--- src/rtl/rtc_pkg.sv ---
`default_nettype none
// ============================================================================
// Module  : rtc_pkg
// Brief   : Shared definitions for the RTC multiplexed-bus controllers:
//           register addresses, transfer command, FSM state encoding and the
//           index -> address lookup used by the read sweep.
// Revision: 1.0 - initial release
// ============================================================================
package rtc_pkg;

    // RTC time-register addresses, in sweep order
    localparam logic [7:0] c_dir_seg      = 8'h21;
    localparam logic [7:0] c_dir_min      = 8'h22;
    localparam logic [7:0] c_dir_hora     = 8'h23;
    localparam logic [7:0] c_dir_dia      = 8'h24;
    localparam logic [7:0] c_dir_mes      = 8'h25;
    localparam logic [7:0] c_dir_anio     = 8'h26;

    // Transfer command: written as both address and data byte
    localparam logic [7:0] c_cmd_transfer = 8'hF0;

    // Index of the last register in the sweep (anio)
    localparam logic [2:0] c_idx_ultimo   = 3'd5;

    // Read-controller state encoding
    typedef logic [3:0] estado_t;

    localparam estado_t c_est_idle  = 4'd0;
    localparam estado_t c_est_tr_a  = 4'd1;
    localparam estado_t c_est_tr_wa = 4'd2;
    localparam estado_t c_est_tr_d  = 4'd3;
    localparam estado_t c_est_tr_wd = 4'd4;
    localparam estado_t c_est_rd_a  = 4'd5;
    localparam estado_t c_est_rd_wa = 4'd6;
    localparam estado_t c_est_rd_d  = 4'd7;
    localparam estado_t c_est_rd_wd = 4'd8;
    localparam estado_t c_est_fin   = 4'd9;
    localparam estado_t c_est_err   = 4'd10;

    // Address of the time register selected by the sweep index
    function automatic logic [7:0] tabla(input logic [2:0] idx);
        logic [7:0] dir;
        case (idx)
            3'd0:    dir = c_dir_seg;
            3'd1:    dir = c_dir_min;
            3'd2:    dir = c_dir_hora;
            3'd3:    dir = c_dir_dia;
            3'd4:    dir = c_dir_mes;
            3'd5:    dir = c_dir_anio;
            default: dir = 8'h00;
        endcase
        return dir;
    endfunction

endpackage
`default_nettype wire

--- src/rtl/deco_leer.sv ---
`default_nettype none
// ============================================================================
// Module  : deco_leer
// Brief   : Moore output decoder for the read controller. Maps the current
//           state and sweep index onto the bus-cycle request and the
//           op/ad/byte fields presented to the bus-cycle generator.
// Revision: 1.0 - initial release
// ============================================================================
module deco_leer
    import rtc_pkg::*;
(
    input  estado_t    i_estado,
    input  logic [2:0] i_idx,
    output logic       o_op_r,
    output logic       o_ad_r,
    output logic [7:0] o_bus_out,
    output logic       o_inicio_wr
);

    // Fields depend only on state (and index), so they stay constant from
    // each request state through its wait state.
    always_comb begin
        o_op_r      = 1'b0;
        o_ad_r      = 1'b0;
        o_bus_out   = 8'h00;
        o_inicio_wr = 1'b0;
        case (i_estado)
            c_est_tr_a: begin
                o_inicio_wr = 1'b1;
                o_ad_r      = 1'b1;
                o_bus_out   = c_cmd_transfer;
            end
            c_est_tr_wa: begin
                o_ad_r      = 1'b1;
                o_bus_out   = c_cmd_transfer;
            end
            c_est_tr_d: begin
                o_inicio_wr = 1'b1;
                o_bus_out   = c_cmd_transfer;
            end
            c_est_tr_wd: begin
                o_bus_out   = c_cmd_transfer;
            end
            c_est_rd_a: begin
                o_inicio_wr = 1'b1;
                o_ad_r      = 1'b1;
                o_bus_out   = tabla(i_idx);
            end
            c_est_rd_wa: begin
                o_ad_r      = 1'b1;
                o_bus_out   = tabla(i_idx);
            end
            c_est_rd_d: begin
                o_inicio_wr = 1'b1;
                o_op_r      = 1'b1;
            end
            c_est_rd_wd: begin
                o_op_r      = 1'b1;
            end
            default: begin
                o_op_r      = 1'b0;
            end
        endcase
    end

endmodule
`default_nettype wire

--- src/rtl/control_leer.sv ---
`default_nettype none
// ============================================================================
// Module  : control_leer
// Brief   : Read-side controller for the RTC multiplexed address/data bus.
//           Optionally sends the transfer command, then sweeps the six time
//           registers (address write + data read each) and holds the bytes
//           returned. Reports completion or a wait timeout with 1-cycle pulses.
// Revision: 1.0 - initial release
// ============================================================================
module control_leer
    import rtc_pkg::*;
#(
    parameter int HAB_TRANSFER = 1,
    parameter int T_ESPERA     = 255
)
(
    input  logic       clk,
    input  logic       reset,
    input  logic       inicio_r,
    input  logic       fin_wr,
    input  logic [7:0] dato_in,
    output logic       inicio_wr,
    output logic       op_r,
    output logic       ad_r,
    output logic [7:0] bus_out,
    output logic       ocupado,
    output logic       fin_r,
    output logic       err_r,
    output logic [7:0] seg,
    output logic [7:0] min,
    output logic [7:0] hora,
    output logic [7:0] dia,
    output logic [7:0] mes,
    output logic [7:0] anio
);

    // The counter holds (cycles spent waiting - 1); reaching this value with
    // no fin_wr means T_ESPERA wait cycles have gone by.
    localparam logic [7:0] c_cuenta_max = 8'(T_ESPERA - 1);
    localparam estado_t    c_est_inicio = (HAB_TRANSFER != 0) ? c_est_tr_a : c_est_rd_a;

    estado_t    r_estado;
    estado_t    w_estado_sig;
    logic [2:0] r_idx;
    logic [7:0] r_cuenta;
    logic       w_en_espera;
    logic       w_en_pulso;
    logic       w_expira;
    logic       w_latch;

    logic [7:0] r_seg;
    logic [7:0] r_min;
    logic [7:0] r_hora;
    logic [7:0] r_dia;
    logic [7:0] r_mes;
    logic [7:0] r_anio;

    // Classify the current state and detect timeout / data-latch conditions
    always_comb begin
        w_en_espera = (r_estado == c_est_tr_wa) || (r_estado == c_est_tr_wd) ||
                      (r_estado == c_est_rd_wa) || (r_estado == c_est_rd_wd);
        w_en_pulso  = (r_estado == c_est_tr_a)  || (r_estado == c_est_tr_d)  ||
                      (r_estado == c_est_rd_a)  || (r_estado == c_est_rd_d);
        // fin_wr takes priority over an expiring counter
        w_expira    = w_en_espera && !fin_wr && (r_cuenta == c_cuenta_max);
        w_latch     = (r_estado == c_est_rd_wd) && fin_wr;
    end

    // State register
    always_ff @(posedge clk) begin
        if (reset) begin
            r_estado <= c_est_idle;
        end else begin
            r_estado <= w_estado_sig;
        end
    end

    // Next-state logic: request states last one cycle, wait states hold
    always_comb begin
        w_estado_sig = r_estado;
        case (r_estado)
            c_est_idle: begin
                if (inicio_r) begin
                    w_estado_sig = c_est_inicio;
                end
            end
            c_est_tr_a:  w_estado_sig = c_est_tr_wa;
            c_est_tr_wa: begin
                if (fin_wr) begin
                    w_estado_sig = c_est_tr_d;
                end else if (w_expira) begin
                    w_estado_sig = c_est_err;
                end
            end
            c_est_tr_d:  w_estado_sig = c_est_tr_wd;
            c_est_tr_wd: begin
                if (fin_wr) begin
                    w_estado_sig = c_est_rd_a;
                end else if (w_expira) begin
                    w_estado_sig = c_est_err;
                end
            end
            c_est_rd_a:  w_estado_sig = c_est_rd_wa;
            c_est_rd_wa: begin
                if (fin_wr) begin
                    w_estado_sig = c_est_rd_d;
                end else if (w_expira) begin
                    w_estado_sig = c_est_err;
                end
            end
            c_est_rd_d:  w_estado_sig = c_est_rd_wd;
            c_est_rd_wd: begin
                if (fin_wr) begin
                    w_estado_sig = (r_idx == c_idx_ultimo) ? c_est_fin : c_est_rd_a;
                end else if (w_expira) begin
                    w_estado_sig = c_est_err;
                end
            end
            c_est_fin:   w_estado_sig = c_est_idle;
            c_est_err:   w_estado_sig = c_est_idle;
            default:     w_estado_sig = c_est_idle;
        endcase
    end

    // Sweep index: parked at 0 while idle, advanced after each latched byte
    always_ff @(posedge clk) begin
        if (reset) begin
            r_idx <= 3'd0;
        end else if (r_estado == c_est_idle) begin
            r_idx <= 3'd0;
        end else if (w_latch && (r_idx != c_idx_ultimo)) begin
            r_idx <= r_idx + 3'd1;
        end
    end

    // Timeout counter: every wait state is entered from a request state, so
    // clearing there starts each wait from zero
    always_ff @(posedge clk) begin
        if (reset) begin
            r_cuenta <= 8'd0;
        end else if (w_en_pulso) begin
            r_cuenta <= 8'd0;
        end else if (w_en_espera && !fin_wr) begin
            r_cuenta <= r_cuenta + 8'd1;
        end
    end

    // Data registers: only the register selected by the index is written
    always_ff @(posedge clk) begin
        if (reset) begin
            r_seg  <= 8'h00;
            r_min  <= 8'h00;
            r_hora <= 8'h00;
            r_dia  <= 8'h00;
            r_mes  <= 8'h00;
            r_anio <= 8'h00;
        end else if (w_latch) begin
            case (r_idx)
                3'd0:    r_seg  <= dato_in;
                3'd1:    r_min  <= dato_in;
                3'd2:    r_hora <= dato_in;
                3'd3:    r_dia  <= dato_in;
                3'd4:    r_mes  <= dato_in;
                3'd5:    r_anio <= dato_in;
                default: r_seg  <= r_seg;
            endcase
        end
    end

    // Status outputs decoded from the state register
    always_comb begin
        ocupado = (r_estado != c_est_idle);
        fin_r   = (r_estado == c_est_fin);
        err_r   = (r_estado == c_est_err);
        seg     = r_seg;
        min     = r_min;
        hora    = r_hora;
        dia     = r_dia;
        mes     = r_mes;
        anio    = r_anio;
    end

    deco_leer u_deco (
        .i_estado    (r_estado),
        .i_idx       (r_idx),
        .o_op_r      (op_r),
        .o_ad_r      (ad_r),
        .o_bus_out   (bus_out),
        .o_inicio_wr (inicio_wr)
    );

endmodule
`default_nettype wire

--- config.mk ---
export PLATFORM = sky130hd
export DESIGN_NAME = control_leer
export DESIGN_NICKNAME = d
export VERILOG_FILES = /design/src/rtl/rtc_pkg.sv /design/src/rtl/deco_leer.sv /design/src/rtl/control_leer.sv
export SDC_FILE = /design/constraint.sdc
export NUM_CORES = 1
export LEC_CHECK = 0
export ABC_AREA = 1
export BUFFER_PORTS_ARGS = -buffer_cell sky130_fd_sc_hd__buf_4
export CORE_MARGIN = 2
export CORE_UTILIZATION = 55
export DETAILED_ROUTE_END_ITERATION = 10
export HOLD_SLACK_MARGIN = 0.06
export PLACE_DENSITY = 0.83
export RECOVER_POWER = 25
export SLEW_MARGIN = 20
export SYNTH_ARGS = -nofsm -noshare
export SYNTH_HDL_FRONTEND = slang
export SYNTH_SLANG_ARGS = --single-unit
--- constraint.sdc ---
create_clock -name clk -period 3.8 [get_ports clk]
set_clock_uncertainty 0.05 [all_clocks]
set_input_delay 0.38 -clock clk [delete_from_list [all_inputs] [get_ports clk]]
set_output_delay 0.38 -clock clk [all_outputs]
set_load 0.02 [all_outputs]
Yosys cells after proc, flatten, opt, wreduce, memory -nomap -nowiden. Index checks and enable logic that the tools add are counted.

Eq/ne operators: 18. Reductions and logical operators: 27. Add/subtract/negate cells: 2. Multiplexer cells: 13.

Operators with widths (number): $pmux 4 s9 (1); $pmux 6 s6 (1); $mux 4 (7); $eq 4x3->1 const B (4); $pmux 8 s2 (1); $eq 4x4->1 const B (3); $reduce_and 2->1 (6); $reduce_or 4->1 (3); $add 8x1->8 const B (1); $eq 4x2->1 const B (2); $eq 8x8->1 const B (1); $reduce_or 2->1 (4); $eq 3x2->1 const B (2); $eq 3x3->1 const B (2); $logic_or 1x1->1 (6); $eq 4x1->1 const B (1); $logic_and 1x1->1 (4); $logic_not 4->1 (1); $reduce_bool 4->1 (1); $add 3x1->3 const B (1); $eq 3x1->1 const B (1); $logic_not 3->1 (1); $mux 1 (3); $ne 3x3->1 const B (1); 2 further kinds (2).

Bits in registers: 63. Output and inout port bits: 62. Word-level logic and storage cells: 69.

Longest topological paths before layout. Gate-level depths: netlist of run 1.

Depth in word-level cells: 9. Gate-level depth with buffers: 9.

Modules after synthesis. Synthesis of run 1 repeated with hierarchy kept, for this count alone.

Cells, all modules: 387. Area total of the unflattened synthesis: 2826.5 um2.

Modules (own cells, without submodules): control_leer (seq. area each 1261.2 um2, times used 1, area an instance 2641.3 um2, cells each 347); deco_leer (seq. area each 0.0 um2, times used 1, area an instance 185.2 um2, cells each 40).

Worst setup path after synthesis of run 1. No wires, ideal clock.

Kind: register to output. Start point: register r_estado[0]. End point: output port bus_out[5]. Arrival: 1500 ps. Slack: 1870 ps. Path buffers: 0. Stages on the path, launching flop included: 7. Path through: dfxtp_1 -> inv_1 -> nor2_1 -> nand2_1 -> a21oi_1 -> inv_1 -> o21bai_1.

Longest elaborated chain between the ends: 3. Elaborated cells on any way between the ends: 9. Classes of those cells: 6 x eq/ne; 1 x mux; 2 x reduce/logical.

Ends and longest elaborated chain: from (decl) (RTL line control_leer.sv:42) `estado_t r_estado;`; from (signal assigned) (RTL line control_leer.sv:72) `r_estado <= c_est_idle;`; from (signal assigned) (RTL line control_leer.sv:74) `r_estado <= w_estado_sig;`; $eq 4x2->1 (tied with other cells) (RTL line deco_leer.sv:27) `case (i_estado)`; $reduce_or 4->1 (no source line) or $reduce_or 2->1 (tied branches); $pmux 8 s2 * (RTL line deco_leer.sv:27); to (decl) (RTL line control_leer.sv:25) `output logic [7:0] bus_out,`.

Mark *: on every way between the ends. The rest lies on a longest branch, timed or not.

Worst setup path in the final report of run 1.
Start point: register r_estado[0]. End point: output port bus_out[1].

The elaborated chain is that of the path after synthesis.

==> impl_results.md, run 1 <==
- GRT Total Usage: 27.4%
- Endpoint class of the critical path: output pin
- Placed cell area: 3290 um2
- Clk sinks: 63
- Fraction of layout cells with a size suffix above 1: 16.1%
- DRT iter0 DRCs: 180
- Post-synth EDFFs: 0
- Commonest non-fill, non-tap cell in the layout: nor2_1
- Net Count, Synth: 390
- Leak: 1.45 nW
- Logic pwr share: 14.3%
- Worst-Margin Slew: 0.957 ns
- Post-synth ARST share: 0%
- CTS tree: yes
- Die Footprint: 5530 um2
- Tmin final: 2.20 ns
- Die Wd: between 70 and 80 um
- TNS Setup: 0 ns
- Top-Level Pins: 74
- Min-Delay Path Class: in2reg
- Post-detailed-route wirelength per cell: ~14 um
- Nets: roughly 460
- DRC viols: 0
- Slowest Stage Delay on Critical Path: 0.38 ns
- CP Max Fanout: 8
- Die height: approximately 74 um
- Synth unique cells: 29
- Grt total ovfl: 0
- Routability Congestion: 0.868
- Pre-antenna DRT Iters: 5
- # rows: 25
- Routed vias: 2689
- PD cells: between 400 and 500 nW/um2
- Internal Power: between 1 and 1.5 mW
- Most frequent cells in the layout: 78 x nor2_1, 63 x dfxtp_1, 46 x nand2_1
- Clock root cell: clkbuf_8
- Vias per std cell: 5.22
- Sequential share of power: 44.6%
- Clock Power Share: 41.1%
- Max Root-Sink Buffers: 2
- Max Transition Viols Final: 0
- Core Region: 4750 um2
- Starting Density: 57.2%
- Cell family with most CP delay: buffers and inverters
- Antenna-violating nets left: 0
- CP Class: reg2out
- DRT Wirelength: roughly 7200 um
- First-pass GRT wire length: 11400 um
- Final Non-Filler Cells: 515
- Sw Pwr: around 410 uW
- Synth warnings: 0
- Number of synthesized register bits: between 60 and 70
- Area delta synth->final: 24.5%
- Skew-Pair Late Insertion Delay: 0.34 ns
- Critical path buffers and inverters: 3
- Port bufs: 72
- Sequential fraction of the synthesis area: 46.3%
- Achievable frequency: about 0.45 GHz
- Slowest stage cell, crit path: dfxtp_1
- CTS buffer count: 9
- Critical Path Source Type: flip-flop
- Place WS: roughly 1.6 ns
- Post-synthesis area per instance: 7.34 um2
- Final critical-path share of the clock period: 58.0%
- Fin worst setup slack: 1.60 ns
- RSZ-0062 raised after global routing: no
- Critical Path AT: 1.77 ns
- Vias in the first global route: 2449
- Endpoints failing setup: 0
- Post-CTS Resized: 0
- Crit-path cells: inv_1, nor2_1, nand2_1, a21oi_1, inv_1, a21oi_1, buf_4
- Hold buffers post-CTS: 0
- Predominant post-synthesis flop cell: dfxtp_1
- Final instance area: 3390 um2
- Post-CTS Setup Bufs: 0
- Run status: finished clean
- Critical Path RT: approximately 3.4 ns
- Max-cap viol count: 0
- Switch share: 27.0%
- Slew HR: 36.1%
- Initial antenna violation count: 0
- Endpoints failing hold: 0
- Clock Pin Slew Worst Setup and Hold Paths: 0.07 ns
- Max VDD drop: between 0.2 and 0.3 mV
- Diode count: 0
- Final HPWL DP: about 5000 um
- Placed insts: 499
- Cells after Synth: 371
- Worst hold slack: approximately 0.27 ns
- Largest net degree at the start of global routing: 42
- H-tree lvl count: 3
- Post-Syn Area: 2720 um2
[kinds of logic (layout without fill, tap and decap cells)]
logic type      after synthesis  in the layout  share of synthesized area [%]
flops                        63             63                           46.3
compound gates               83             83                           15.6
simple gates                163            163                           26.2
xor+xnor                      3              3                          0.966
fa+ha+maj                     7              7                           3.22
other cells                   1              1                          0.138
buf+inv                      51            128                           7.54
[sequential cells by signal, summed over array words and instances, names as in the netlist, 4 cells and up]
name and count:
seg 8, min 8, r_cuenta 8, dia 8, r_estado 4, anio 8, mes 8, hora 8
[worst paths after layout]
| kind | cells past startpoint | slack, ns | start | to |
|---|---|---|---|---|
| worst min-delay path | 2 | 0.27 | reset | dia[4]$_SDFFE_PP0P_ |
| worst max register to register | 5 | 1.76 | r_estado[3]$_SDFFE_PP0P_ | seg[2]$_SDFFE_PP0P_ |
| worst min register to register | 2 | 0.39 | seg[3]$_SDFFE_PP0P_ | seg[3]$_SDFFE_PP0P_ |
| worst max-delay path | 7 | 1.60 | r_estado[0]$_SDFFE_PP0P_ | bus_out[1] |
[synth_stat cells (2+ instances only)]
master,count,area (um2)
dfxtp_1,63,1260
a21oi_1,33,165
buf_4,3,22.5
buf_2,2,10.0
nor3_1,8,40.0
inv_1,36,135
nand3_2,2,20.0
ha_1,7,87.6
clkbuf_1,6,22.5
xor2_1,2,17.5
inv_2,4,15.0
nor2_4,3,33.8
o21bai_1,2,15.0
nor2_1,78,293
nand3_1,16,80.1
o21ai_1,3,15.0
o21ai_0,43,215
nand2_2,4,25.0
nand2_1,46,173
[power groups by stage]
stage	clock (mW)	combinational [mW]	sequential, mW
floorplan	0	0.143	0.690
global placement	0	0.213	0.692
detailed placement	0	0.215	0.692
CTS	0.630	0.217	0.677
global route	0.658	0.235	0.679
finish	0.624	0.218	0.678
[area by class of cell]
type / instances / area (um2)
Timing Repair Buffer: 72 / 424
Tap cell: 67 / 83.8
Multi-Input combinational cell: 257 / 1250
Clock buffer: 10 / 128
Fill cell: 432 / 1370
Clock inverter: 6 / 85.1
Sequential cell: 63 / 1260
Inverter: 40 / 150
[stage by stage]
stage	util [%]	power, mW
2_1_floorplan	-	0.834
3_3_place_gp	69.2	0.905
3_5_place_dp	69.2	0.908
4_1_cts	73.7	1.52
5_1_grt	71.2	1.57
6_report	71.2	1.52
[layer usage]
metal  up-vias  GRT usage [%]  wire, um
met1      1240           33.9      2990
met2        94           43.9      3560
met4         0           13.3       125
met3        15           8.27       471
met5         -              0         0
li1       1340              -         -
(Power assumes the default switching activity.)
==> inputs of run 2 (changes only) <==
Settings changed: ABC_AREA 1 to 0, CORE_UTILIZATION 55 to 52, PLACE_DENSITY 0.83 to 0.79.
Clock period 3.8 ns to 2.1 ns, I/O delays scaled along.
==> run 2 against run 1 <==
First-iteration DRC count fell by 59%. Design area grew 1.8%. Combinational power fell by 11%. Sequential power is 78% higher. Flip-flop and latch count did not move. Via count fell by 17%. Setup slack worse by 1.4 ns. Global-route usage down 5.6 points. Power up 70%. Synthesized cell count fell by 23%. Die area increased by 7.7%. Critical path depth fell by 3. Critical path type unchanged.
==> impl_results.md, run 2 <==
- Run status: finished clean
- Core Region: 5140 um2
- Leak: 1.69 nW
- Post-Syn Area: 2780 um2
- Register area: 1260 um2
- Max-cap viol count: 0
- Critical path buffers and inverters: 2
- Power, Total: 2.59 mW
- Achievable frequency: 0.512 GHz
- CP Max Fanout: 8
- Endpoints failing hold: 0
- Clock Pin Slew Worst Setup and Hold Paths: 0.07 ns
- Placed cell area: 3330 um2
- Routed vias: around 2200
- Largest net degree at the start of global routing: 52
- Clk sinks: 63
- TNS Setup: 0 ns
- Tmin final: 1.95 ns
- Min-Delay Path Class: in2reg
- Endpoints failing setup: 0
- Most instantiated cells after synthesis: 64 x nor2_1, 63 x dfxtp_1, 49 x mux2i_1, 7 x ha_1, 7 x nand3_1
- Logic pwr share: 7.5%
- Port bufs: 72
- Post-synth EDFFs: 0
- Top cells by area, synth: dfxtp_1 45%, mux2i_1 18%, nor2_1 8.6%, ha_1 3.1%, nand4_4 2.3%
- Most frequent cells in the layout: 64 x nor2_1, 62 x dfxtp_1, 49 x mux2i_1
- Vias in the first global route: 2099
- Nets: between 300 and 400
- Sequential share of power: 46.8%
- Final critical-path share of the clock period: between 90% and 100%
- Area delta synth->final: 23.9%
- DR top layer: met4
- Critical Path RT: 1.84 ns
- DRT Wirelength: 6200 um
- Die height: between 70 and 80 um
- Predominant post-synthesis flop cell: dfxtp_1
- Internal Power: slightly below 2 mW
- Top cell type's share of synthesized area: around 45%
- Final Core Density: 67.1%
- DRC viols: 0
- RSZ-0062 raised after global routing: no
- Worst hold slack: 0.106 ns
- Area leader, netlist: dfxtp_1
- Max VDD drop: approximately 0.63 mV
- Synth unique cells: 45
- Max Root-Sink Buffers: 2
- Fraction of layout cells with a size suffix above 1: 20.4%
- Slowest Stage Delay on Critical Path: between 0.4 and 0.5 ns
- Synth warnings: 0
- Routability Congestion: 0.820
- CTS tree: yes
- H-tree lvl count: 3
- Area of the multi-input gates: around 1400 um2
- Cell family with most CP delay: simple AND/OR/NAND/NOR gates
- Metal-1 WL: 2780 um
- Met3 WL post-DR: a little under 400 um
- Diode count: 0
- Worst-Margin Slew: about 0.52 ns
- Endpoint class of the critical path: output pin
- Critical Path Most Common Cell: buf_4
- Placed insts: 412
- Critical Path Source Type: flip-flop
- Fin worst setup slack: 0.148 ns
- Clock Power Share: 45.7%
- Sw Pwr: 611 uW
- Grt total ovfl: 0
- DRT iter0 DRCs: 74
- Final HPWL DP: approximately 4300 um
- Initial antenna violation count: 0
- PD cells: approximately 750 nW/um2
- CTS buffer count: 9
- Switch share: 23.6%
- Die Footprint: 5950 um2
- Final Non-Filler Cells: 428
- Post-CTS Setup Bufs: 0
- First-pass GRT wire length: 10100 um
- Place WS: approximately 0.3 ns
- Starting Density: ~54%
- Clock root cell: clkbuf_8
- Post-synth ARST share: 0%
- Fillers: 479
- Skew-Pair Late Insertion Delay: 0.34 ns
- Commonest non-fill, non-tap cell in the layout: nor2_1
- Cells after Synth: roughly 280
- # rows: 26
- Number of synthesized register bits: 63
- Pre-antenna DRT Iters: 4
- CP Class: reg2out
- Max Transition Viols Final: 0
- Antenna-violating nets left: 0
- Slowest stage cell, crit path: or3_1
- Post-synthesis area per instance: 9.80 um2
- Slew HR: about 66%
- Critical Path AT: 1.69 ns
- Net Count, Synth: just over 300
- Vias per std cell: 5.19
- Die Wd: about 77 um
- Sequential fraction of the synthesis area: 45.3%
- GRT Total Usage: 21.8%
- DR WL met2: 2920 um
- Crit-path cells: buf_4, or3_1, nand2b_1, buf_4
- Final instance area: ~3400 um2
- Post-detailed-route wirelength per cell: 14.5 um
- Top-count cell post-synth: nor2_1
- Top-Level Pins: between 70 and 80
## run 2: worst register-to-register path: cells and delay by family (launching register included)
family / cells / cell delay, ns
flip-flops: 1 / 0.54
buffers and inverters: 2 / 0.46
AND/OR/NAND/NOR: 3 / 0.44
multiplexers: 1 / 0.20
## run 2: path summary, 6_finish.rpt
| path | endpoint | slack, ns | start | depth (start not counted) |
|---|---|---|---|---|
| worst max-delay path | ocupado | 0.15 | r_estado[1]$_SDFFE_PP0P_ | 4 |
| worst min-delay path | mes[6]$_SDFFE_PP0P_ | 0.11 | dato_in[6] | 3 |
| worst max register to register | anio[0]$_SDFFE_PP0P_ | 0.28 | r_estado[3]$_SDFFE_PP0P_ | 6 |
| worst min register to register | r_cuenta[7]$_SDFFE_PP0P_ | 0.45 | r_cuenta[7]$_SDFFE_PP0P_ | 2 |
## run 2: repair_timing
item | in CTS | in global routing
endpoints found under the hold margin | 0 | 0
resized for setup | 1 | 1
endpoints found under the setup margin | 1 | 1
hold buffers | 0 | 0
## run 2: logic make-up after synthesis
family	synth area share (%)
compound gates	5.08
simple gates	21.5
mux	17.6
buf+inv	4.95
flops	45.3
fa+ha+maj	3.51
xor+xnor	1.89
other cells	0.135
## run 2: routing by layer
metal / GRT usage (%) / up-vias
met4: 8.21 / 0
met2: 34.3 / 51
met5: 0 / -
li1: - / 1104
met3: 9.41 / 10
met1: 26.4 / 1055
## run 2: final cells by class
type,instances,share of cell area [%]
Tap cell,70,2.54
Multi-Input combinational cell,196,40.3
Sequential cell,63,36.6
Timing Repair Buffer,77,13.4
Clock buffer,11,4.10
Clock inverter,5,2.36
Inverter,6,0.653
## run 2: power by group through the flow
| stage | Clock, mW | Sequential, mW | Combinational (mW) |
|---|---|---|---|
| after CTS | 1.20 | 1.21 | 0.194 |
| after detailed placement | 0 | 1.24 | 0.193 |
| after floorplan | 0 | 1.23 | 0.141 |
| after global routing | 1.26 | 1.21 | 0.208 |
| final | 1.18 | 1.21 | 0.194 |
| after global placement | 0 | 1.24 | 0.190 |
==> inputs of run 3 (changes only) <==
Settings changed: PLACE_DENSITY 0.79 to unset, PLACE_DENSITY_LB_ADDON set to 0.08.
==> run 3 against run 2 <==
Die area stayed put. Flip-flop and latch count did not move. Cell count fell by 0.47%. Global-route usage is 0.33 points higher. Combinational power decreased by 4%. First-iteration DRC count down 1.4%. Setup slack lost 0.016 ns. Critical endpoint is now bus_out[5]. Highest routed layer unchanged.
==> impl_results.md, run 3 (synthesized netlist as in run 2, its figures left out) <==
- Run status: finished clean
- Nets: between 300 and 400
- First-pass GRT wire length: a little over 10000 um
- Power, Total: 2.46 mW
- Vias in the first global route: 2134
- Endpoints failing setup: 0
- Endpoint class of the critical path: output pin
- Critical Path Source Type: flip-flop
- Achievable frequency: slightly above 0.5 GHz
- Pre-antenna DRT Iters: 4
- Leak: 1.67 nW
- Grt total ovfl: 0
- Routability Congestion: 0.872
- Worst-Margin Slew: around 0.53 ns
- Endpoints failing hold: 0
- Slew HR: around 65%
- Clock Pin Slew Worst Setup and Hold Paths: 0.07 ns
- Fraction of layout cells with a size suffix above 1: 19.9%
- Max Root-Sink Buffers: 2
- Die Wd: 77.2 um
- Largest net degree at the start of global routing: 52
- # rows: 26
- DRC viols: 0
- Critical Path AT: 1.71 ns
- Antenna-violating nets left: 0
- Max-cap viol count: 0
- Max Transition Viols Final: 0
- Commonest non-fill, non-tap cell in the layout: nor2_1
- Area delta synth->final: 22.4%
- Port bufs: ~70
- CTS tree: yes
- Worst hold slack: roughly 0.1 ns
- Most frequent cells in the layout: 64 x nor2_1, 61 x dfxtp_1, 49 x mux2i_1
- H-tree lvl count: 3
- Final critical-path share of the clock period: a little over nine tenths
- Diode count: 0
- Min-Delay Path Class: in2reg
- GRT Total Usage: 22.1%
- Clk sinks: 63
- Final HPWL DP: 4310 um
- Critical Path RT: between 1.5 and 2 ns
- Routed vias: 2234
- CP Class: reg2out
- DRT iter0 DRCs: 73
- Fillers: 451
- Die height: 77.2 um
- Post-detailed-route wirelength per cell: 14.6 um
- Vias per std cell: 5.24
- DRT Wirelength: roughly 6200 um
- Die Footprint: 5950 um2
- Skew-Pair Late Insertion Delay: ~0.33 ns
- Core Region: 5140 um2
- Hold buffers post-CTS: 0
- Starting Density: 54.1%
- Tmin final: 1.97 ns
- CTS buffer count: 9
- Fin worst setup slack: 0.132 ns
- Clock root cell: clkbuf_8
- RSZ-0062 raised after global routing: no
- Max VDD drop: 0.572 mV
- TNS Setup: 0 ns
- Place WS: 0.294 ns
- PD cells: 722 nW/um2
- Final Core Density: 66.3%
- CP Max Fanout: 5
- Initial antenna violation count: 0
- Top-Level Pins: 74
[run 3: worst paths after layout]
| kind | start | end | slack, ns | cells after the start |
|---|---|---|---|---|
| max | r_idx[0]$_SDFFE_PP0P_ | bus_out[5] | 0.13 | 5 |
| min reg2reg | dia[1]$_SDFFE_PP0P_ | dia[1]$_SDFFE_PP0P_ | 0.44 | 2 |
| max reg2reg | r_estado[3]$_SDFFE_PP0P_ | seg[0]$_SDFFE_PP0P_ | 0.29 | 5 |
| min | dato_in[4] | hora[4]$_SDFFE_PP0P_ | 0.10 | 3 |
[run 3: cell type report]
class | count | area (um2) | area share (%)
Multi-Input combinational cell | 196 | 1380 | 40.6
Tap cell | 70 | 87.6 | 2.57
Timing Repair Buffer | 75 | 450 | 13.2
Clock buffer | 12 | 145 | 4.26
Sequential cell | 63 | 1260 | 37.1
Clock inverter | 4 | 53.8 | 1.58
Inverter | 6 | 22.5 | 0.661
[run 3: metrics by stage]
stage,instances,cell area [um2]
after floorplan,284,2780
after global placement,410,3320
after detailed placement,410,3320
after CTS,426,3520
after global routing,426,3410
final,426,3410
[run 3: worst max-delay path, cell delays in order, from the launching register on]
cell and delay (ns):
dfxtp_1 0.37, inv_1 0.10, ha_1 0.32, nor4_1 0.31, o22ai_1 0.11, buf_4 0.17
[run 3: report_power, final]
group / internal, mW / switching, mW
Combinational: 0.0732 / 0.113
Sequential: 1.20 / 0.0141
Clock: 0.586 / 0.473
[run 3: what timing repair did]
item                       CTS  global route
gates resized for setup      0             2
buffers inserted             0             0
setup endpoints to repair    0             2
[run 3: per-layer routing]
metal	share of wire, %	GRT usage (%)	vias up
li1	-	-	1103
met1	44	25.8	1050
met2	47	36.2	72
met3	7.0	9.41	9
met4	1.7	7.86	0
met5	0	0	-
